## src/rtl/keypad_entry_decoder.sv

```systemverilog
// keypad_entry_decoder: synchronises and debounces the keypad {code, valid} stream,
// assembles a PIN entry buffer and hands it to the lock FSM over valid/ready.
module keypad_entry_decoder #(
   parameter int DEBOUNCE_CYCLES = 4,
   parameter int PIN_DIGITS      = 4,
   parameter int TIMEOUT_CYCLES  = 1000
) (
   input  logic                    clk,
   input  logic                    rst_n,
   input  logic [3:0]              code,
   input  logic                    valid,
   output logic                    key_event,
   output logic [3:0]              key_code,
   output logic [4*PIN_DIGITS-1:0] digits,
   output logic [3:0]              digit_count,
   output logic                    entry_valid,
   input  logic                    entry_ready,
   output logic                    entry_cleared,
   output logic                    overflow,
   output logic                    timeout
);
   typedef enum logic {COLLECT, HOLD} state_t;
   state_t                  state_q, state_d;
   logic [4:0]              sync1_q, sync2_q, sample;
   logic [4:0]              cand_q, cand_d, acc_q, acc_d;
   logic [15:0]             deb_q, deb_d;
   logic [31:0]             idle_q, idle_d;
   logic [4*PIN_DIGITS-1:0] digits_q, digits_d;
   logic [3:0]              count_q, count_d, key_code_q;
   logic                    key_event_q, cleared_q, cleared_d, overflow_q, overflow_d;
   logic                    timeout_q, timeout_d, press, idle_hit;
   // code is don't-care while released, so mask it to keep code noise from restarting the debounce
   assign sample = sync2_q[4] ? sync2_q : 5'd0;
   // the reloading sample counts as the first of the DEBOUNCE_CYCLES identical samples
   always_comb begin
      cand_d = cand_q;
      deb_d  = deb_q;
      if (sample != cand_q) begin
         cand_d = sample;
         deb_d  = 16'd1;
      end else if (deb_q < 16'(DEBOUNCE_CYCLES)) begin
         deb_d = deb_q + 16'd1;
      end
      acc_d = (deb_d == 16'(DEBOUNCE_CYCLES)) ? cand_d : acc_q;
   end
   assign press    = !acc_q[4] && acc_d[4] && (acc_d[3:0] < 4'd12);
   assign idle_hit = (TIMEOUT_CYCLES != 0) && (state_q == COLLECT) && (count_q != 4'd0) &&
                     (idle_q == 32'(TIMEOUT_CYCLES - 1));
   always_comb begin
      state_d    = state_q;
      digits_d   = digits_q;
      count_d    = count_q;
      cleared_d  = 1'b0;
      overflow_d = 1'b0;
      timeout_d  = 1'b0;
      idle_d     = (press || state_q != COLLECT || count_q == 4'd0) ? 32'd0 : idle_q + 32'd1;
      if (state_q == HOLD) begin
         if (entry_ready) begin
            state_d  = COLLECT;
            digits_d = '0;
            count_d  = 4'd0;
         end
      end else if (press) begin
         if (acc_d[3:0] < 4'd10) begin
            if (count_q < 4'(PIN_DIGITS)) begin
               for (int i = 0; i < PIN_DIGITS; i++)
                  if (4'(i) == count_q) digits_d[4*i +: 4] = acc_d[3:0];
               count_d = count_q + 4'd1;
            end else begin
               overflow_d = 1'b1;
            end
         end else if (acc_d[3:0] == 4'd10) begin
            digits_d  = '0;
            count_d   = 4'd0;
            cleared_d = 1'b1;
         end else if (count_q != 4'd0) begin
            state_d = HOLD;
         end
      end else if (idle_hit) begin
         digits_d  = '0;
         count_d   = 4'd0;
         timeout_d = 1'b1;
         idle_d    = 32'd0;
      end
   end
   always_ff @(posedge clk or negedge rst_n) begin
      if (!rst_n) begin
         state_q     <= COLLECT;
         sync1_q     <= 5'd0;
         sync2_q     <= 5'd0;
         cand_q      <= 5'd0;
         acc_q       <= 5'd0;
         deb_q       <= 16'd0;
         idle_q      <= 32'd0;
         digits_q    <= '0;
         count_q     <= 4'd0;
         key_code_q  <= 4'd0;
         key_event_q <= 1'b0;
         cleared_q   <= 1'b0;
         overflow_q  <= 1'b0;
         timeout_q   <= 1'b0;
      end else begin
         state_q     <= state_d;
         sync1_q     <= {valid, code};
         sync2_q     <= sync1_q;
         cand_q      <= cand_d;
         acc_q       <= acc_d;
         deb_q       <= deb_d;
         idle_q      <= idle_d;
         digits_q    <= digits_d;
         count_q     <= count_d;
         key_code_q  <= press ? acc_d[3:0] : key_code_q;
         key_event_q <= press;
         cleared_q   <= cleared_d;
         overflow_q  <= overflow_d;
         timeout_q   <= timeout_d;
      end
   end
   assign key_event     = key_event_q;
   assign key_code      = key_code_q;
   assign digits        = digits_q;
   assign digit_count   = count_q;
   assign entry_valid   = (state_q == HOLD);
   assign entry_cleared = cleared_q;
   assign overflow      = overflow_q;
   assign timeout       = timeout_q;
endmodule

```

## config.mk

```make
export PLATFORM = sky130hd
export DESIGN_NAME = keypad_entry_decoder
export DESIGN_NICKNAME = d
export VERILOG_FILES = /design/src/rtl/keypad_entry_decoder.sv
export SDC_FILE = /design/constraint.sdc
export NUM_CORES = 1
export LEC_CHECK = 0
export BUFFER_PORTS_ARGS = -buffer_cell sky130_fd_sc_hd__buf_2
export CAP_MARGIN = 20
export CORE_ASPECT_RATIO = 0.8
export CORE_MARGIN = 10
export CORE_UTILIZATION = 55
export DETAILED_ROUTE_END_ITERATION = 6
export PLACE_DENSITY_LB_ADDON = 0.3
export SYNTH_ARGS = -nofsm -noshare
export SYNTH_HDL_FRONTEND = slang
export SYNTH_SLANG_ARGS = --single-unit
```

## constraint.sdc

```tcl
create_clock -name clk -period 3.1 [get_ports clk]
set_clock_uncertainty 0.05 [all_clocks]
set_input_delay 0 -clock clk [delete_from_list [all_inputs] [get_ports clk]]
set_output_delay 0 -clock clk [all_outputs]
set_load 0.1 [all_outputs]
```

======== After elaboration in Yosys (flattened, before gate mapping) ========
Index checks and enable logic that the tools add are counted.
word-level totals
  flip-flop bits (word level) ............. 97
  input port bits ......................... 8
  word-level logic and storage cells ...... 98
cells by class
  $add $sub $neg .......................... 3
  order comparisons ....................... 4
  equality and inequality tests ........... 14
  muxes and demuxes ....................... 44
  bitwise logic cells ..................... 1
  reduce and logical (&&, ||, !) cells .... 15
operator list
  cell                                                          count
  2-to-1 mux 16 bit                                             9
  2-to-1 mux 32 bit                                             4
  2-to-1 mux 4 bit                                              11
  adder 32 x 1 -> 32 bit (second input constant)                1
  == test 32 x 10 -> 1 bit (second input constant)              1
  AND reduction 5 bit                                           4
  2-to-1 mux 1 bit                                              17
  adder 16 x 1 -> 16 bit (second input constant)                1
  == test 16 x 3 -> 1 bit (second input constant)               1
  less-than comparator 16 x 3 -> 1 bit (second input constant)  1
  != test 4 x 3 -> 1 bit (second input constant)                4
  2-to-1 mux 5 bit                                              3
  == test 2 x 4 -> 1 bit (first input constant)                 2
  less-than comparator 4 bit (second input constant)            2
  != test 5 bit                                                 1
  adder 4 x 1 -> 4 bit (second input constant)                  1
  == test 1 x 4 -> 1 bit (first input constant)                 1
  == test 4 bit (second input constant)                         1
  logical AND 1 bit                                             4
  logical NOT 4 bit                                             1
  less-than comparator 4 x 3 -> 1 bit (second input constant)   1
  != test 4 x 2 -> 1 bit (second input constant)                1
  != test 4 bit (second input constant)                         1
  AND reduction 4 bit                                           1
  other kinds (6)                                               7

======== Longest topological paths before layout ========
  depth in word-level cells ............... 13
  gate-level depth with buffers ........... 9
  mapped depth without buffers ............ 7

======== Least setup slack after synthesis ========
No wires, ideal clock.
  path kind ............................... reg2reg
  start point ............................. reg count_q[0], in the netlist digit_count[0]
  end point ............................... reg digits_q[3], in the netlist digits[3]
  arrival ................................. 2.593 ns
  data required time ...................... 2.922 ns
  slack ................................... 0.328 ns
  stages on the path, launching flop included .. 8
  buffers on the path ..................... 0
  cell sequence ........................... dfrtp_1 > inv_1 > ha_1 > a21o_1 > nor4_1 > a311o_1 > nand3_2 > mux2_1
on the way
  longest elaborated chain between the ends .. 5
  elaborated cells on any way between the ends .. 9
RTL lines
  element                                                                                      line  text
  start: declaration                                                                           29    logic [3:0] count_q, count_d, key_code_q;
  start signal: assignment                                                                     111   count_q <= count_d;
  parallel branches: the longest is 4 deep, another holds less-than comparator 4 x 3 -> 1 bit  --
  AND reduction 5 bit (no source line) *                                                       --
  end signal: assignment                                                                       110   digits_q <= digits_d;
  end: declaration                                                                             28    logic [4*PIN_DIGITS-1:0] digits_q, digits_d;
Every way passes the cells marked *.
A chain may end at the register's enable or synchronous reset.

======== Worst setup path after layout ========
  start point ............................. reg deb_q[0]
  end point ............................... reg digits_q[3], in the netlist digits[3]
on the way
  longest elaborated chain between the ends .. 10
  elaborated cells on any way between the ends .. 21
RTL lines
  element                                                                             line    text
  start: declaration                                                                  26      logic [15:0] deb_q, deb_d;
  start signal: assignment                                                            93      deb_q <= 16'd0;
  start signal: assignment                                                            108     deb_q <= deb_d;
  adder 16 x 1 -> 16 bit or less-than comparator 16 x 3 -> 1 bit (tied branches)      42, 41
  2-to-1 mux 16 bit *                                                                 41      end else if (deb_q < 16'(DEBOUNCE_CYCLES)) begin
  2-to-1 mux 16 bit *                                                                 38      if (sample != cand_q) begin
  == test 16 x 3 -> 1 bit *                                                           44      acc_d = (deb_d == 16'(DEBOUNCE_CYCLES)) ? cand_d : acc_q;
  2-to-1 mux 5 bit *                                                                  44
  parallel branches: the longest is 5 deep, another holds less-than comparator 4 bit  --
Every way passes the cells marked *. The select of a mux whose other input is x is not followed.

==> results by group <==
Route
  • Remaining DRCs: 0
  • Post-route ant nets: 0
  • Per-cell routed wire length: 15.83 µm
  • Vias: 2,919
  • DR iter-0 viols: 211
  • Via density: 5.624
  • Initial DRT Pass Iterations: 4
  • DRT Wirelength: 8.215 mm

Layout
  • Core Util, Final: 65.58%
  • Layout fillers: 551
  • Post-route insts no fill: 519
  • Ant. Diodes: 0
  • Area Overhead vs Synth: 13.36%
  • Final net count: 441
  • Ratio of cells with drive above 1 in the final layout: 14.81%

Power and ir drop
  • Int Power: 1.582 mW
  • Static Leak: 2.176 nW
  • Net Sw Power: 0.5544 mW
  • Power share of the sequential group: 58.5%
  • Clock share of power: 34.5%
  • Comb power frac: 7.0%
  • PD cells: 463.5 nW/µm²
  • Maximum vdd ir drop: 0.3207 mV
  • Switching share of power: 25.96%

Status
  • Status: finished clean

Die
  • Initial Utilization: 57.85%
  • FP Rows: 27
  • Die width: 116.1 µm
  • Core area: 7027 µm²
  • I/O pin cnt: 37
  • Die area: 11,250 µm²
  • Die H: 96.90 µm

Critical path
  • Worst-path fanout max: 6
  • Crit-path max cell delay: 570 ps
  • Worst path cell trace: ha_1 -> nor4bb_1 -> a21oi_1 -> a2111o_1 -> or4_4 -> nand3_2 -> mux2_1
  • Critical Path Source Type: register
  • CP required: 3300 ps
  • Worst Path Buf+Inv: 0
  • Crit Path Class: reg2reg
  • Slowest CP cell: or4_4
  • Critical path arrival: 3060 ps
  • CP top delay family: simple AND/OR/NAND/NOR gates
  • Worst Setup End Kind: register

Timing
  • Max_slew headroom: 60.10%
  • Min Hold Slack: 76.03 ps
  • Hold Fails Final Rpt: 0
  • Setup TNS Final: 0 ps
  • Minimum clock period: 2856 ps
  • Tcrit/Tclk final: 92.14%
  • Worst slew pin tran: 590.1 ps
  • Fin. max-slew vios: 0
  • RSZ-0062 raised after global routing: no
  • Final setup vio count: 0
  • Setup slack after layout: 243.5 ps
  • Fmax: 350.1 MHz

Synth
  • Post-synthesis cell area: 4065 µm²
  • Number of synthesized flops with an enable pin: 0
  • Syn_area_per_cell: 10.73 µm²
  • #FFs+latches synth: 93
  • Cell taking the most area after synthesis: dfrtp_1
  • Yosys cell types: 46
  • Sequential share of the synthesized area: 57.25%
  • Synth warnings: 0
  • Most used flip-flop cell after synthesis: dfrtp_1
  • Synth Instances: 379
  • Largest cells by area after synthesis: dfrtp_1 (57%), nor2_1 (4.8%), xor2_1 (3.9%)
  • Synth top area share: 57.25%
  • Syn Nets: 393
  • Post-synth ARST share: 100.0%

Place
  • Pre-CTS WS: 281.9 ps
  • Port buffer count: 36
  • Placed Cells: 496
  • GPL Wtd Cong: 0.8679
  • Detailed-placement wirelength estimate: 5.930 mm

CTS
  • Worst-Skew Late Latency: 360 ps
  • Clock Tree Buf Depth: 2
  • Total CTS buffers: 9
  • CTS root buffer: clkbuf_8
  • CTS Sinks: 93
  • Resize count post-CTS: 0
  • # hold bufs at CTS: 7
  • CTS tree: yes
  • H-tree levels: 3
  • Post-CTS Setup Bufs: 0
  • Clk slew on worst S/H paths: 90 ps

Global routing
  • Met3 GRT Util: 5.422%
  • Antenna violations before repair: 0
  • GRT busiest layer: met2
  • Overflow after GRT: 0
  • Vias in the first global route: 2,853
  • Largest net degree at the start of global routing: 40
  • GR Util met2: 21.74%
  • Total Routing Usage GR: 15.33%
  • Global-route wire length before repair: 13.99 mm
  • GR Layer Usage met1: 21.19%

Worst hold path
  • Hold Crit Class: in2async

Run
  • Maxcap violations: 0
-- state kept, by name, indices dropped and copies added, names as in the netlist --
register       count
idle_q            32
deb_q             16
digits            16
cand_q             5
sync1_q            5
sync2_q            5
digit_count        4
key_code           4
acc_q              1
entry_cleared      1
entry_valid        1
key_event          1
overflow           1
timeout            1
-- synth_stat cells (all sizes together), types with 6 or more instances --
| cell type | n |
|---|---|
| clkbuf | 8 |
| ha | 6 |
| nor3 | 6 |
| nand3 | 9 |
| inv | 11 |
| xor2 | 18 |
| and2 | 18 |
| dfrtp | 93 |
| and3 | 11 |
| nand4 | 11 |
| nand2 | 36 |
| xnor2 | 16 |
| buf | 6 |
| nor2 | 52 |
| nor4 | 8 |
| o21ai | 6 |
| a21oi | 10 |
-- power groups by stage --
stage / clock network, mW / logic (mW) / registers [mW]
floorplan: 0 / 0.0409 / 1.32
global placement: 0 / 0.142 / 1.27
detailed placement: 0 / 0.145 / 1.27
CTS: 0.754 / 0.152 / 1.25
global route: 0.804 / 0.163 / 1.25
finish: 0.738 / 0.150 / 1.25
-- layout make-up --
| cell class | instances | area (µm²) | area share (%) |
|---|---|---|---|
| clock buffers | 11 | 141.4 | 3.068 |
| clock inverters | 5 | 35.03 | 0.7602 |
| inverters | 11 | 41.29 | 0.8960 |
| multi-input cells | 261 | 1642 | 35.62 |
| flip-flops and latches | 93 | 2327 | 50.50 |
| well taps | 87 | 108.9 | 2.362 |
| repair buffers | 51 | 312.8 | 6.788 |
-- cell families (layout without fill, tap and decap cells) --
family	Yosys count	after routing	synth area share, %
fa+ha+maj	6	6	1.847
compound gates	45	45	8.125
simple gates	170	170	21.36
flops	93	93	57.25
buf+inv	25	78	2.493
xor+xnor	34	34	7.325
mux	6	6	1.600
-- per-layer routing --
metal	share of wire [%]	vias up
li1	-	1406
met1	48	1431
met2	44	64
met3	6.5	18
met4	1.4	0
met5	0	-
-- placed cells by master, fill, tap and decap left out, types with 11 or more instances in the layout --
cell type	n
dfrtp_1	93
nor2_1	52
nand2_1	36
buf_2	35
and2_1	18
xor2_1	18
xnor2_1	16
nand4_1	11
inv_1	11
and3_1	11
-- metrics by stage --
stage | total power [mW] | instance area (µm²)
after CTS | 2.154 | 4608
after global routing | 2.219 | 4608
after detailed placement | 1.417 | 4362
final | 2.136 | 4608
after floorplan | 1.364 | 4065
after global placement | 1.413 | 4362
-- final timing paths --
kind                            cells past startpoint  slack [ps]        from         end
worst max-delay path                                7         240    deb_q[0]   digits[3]
worst min-delay path                                2          80       rst_n  digits[11]
worst max register to register                      7         240    deb_q[0]   digits[3]
worst min register to register                      0         300  sync1_q[1]  sync2_q[1]
max in group asynchronous                           3        2170       rst_n  idle_q[26]
min in group clk                                    2         220     code[0]  sync1_q[0]
Note: power is estimated with default switching activity, not from simulation.
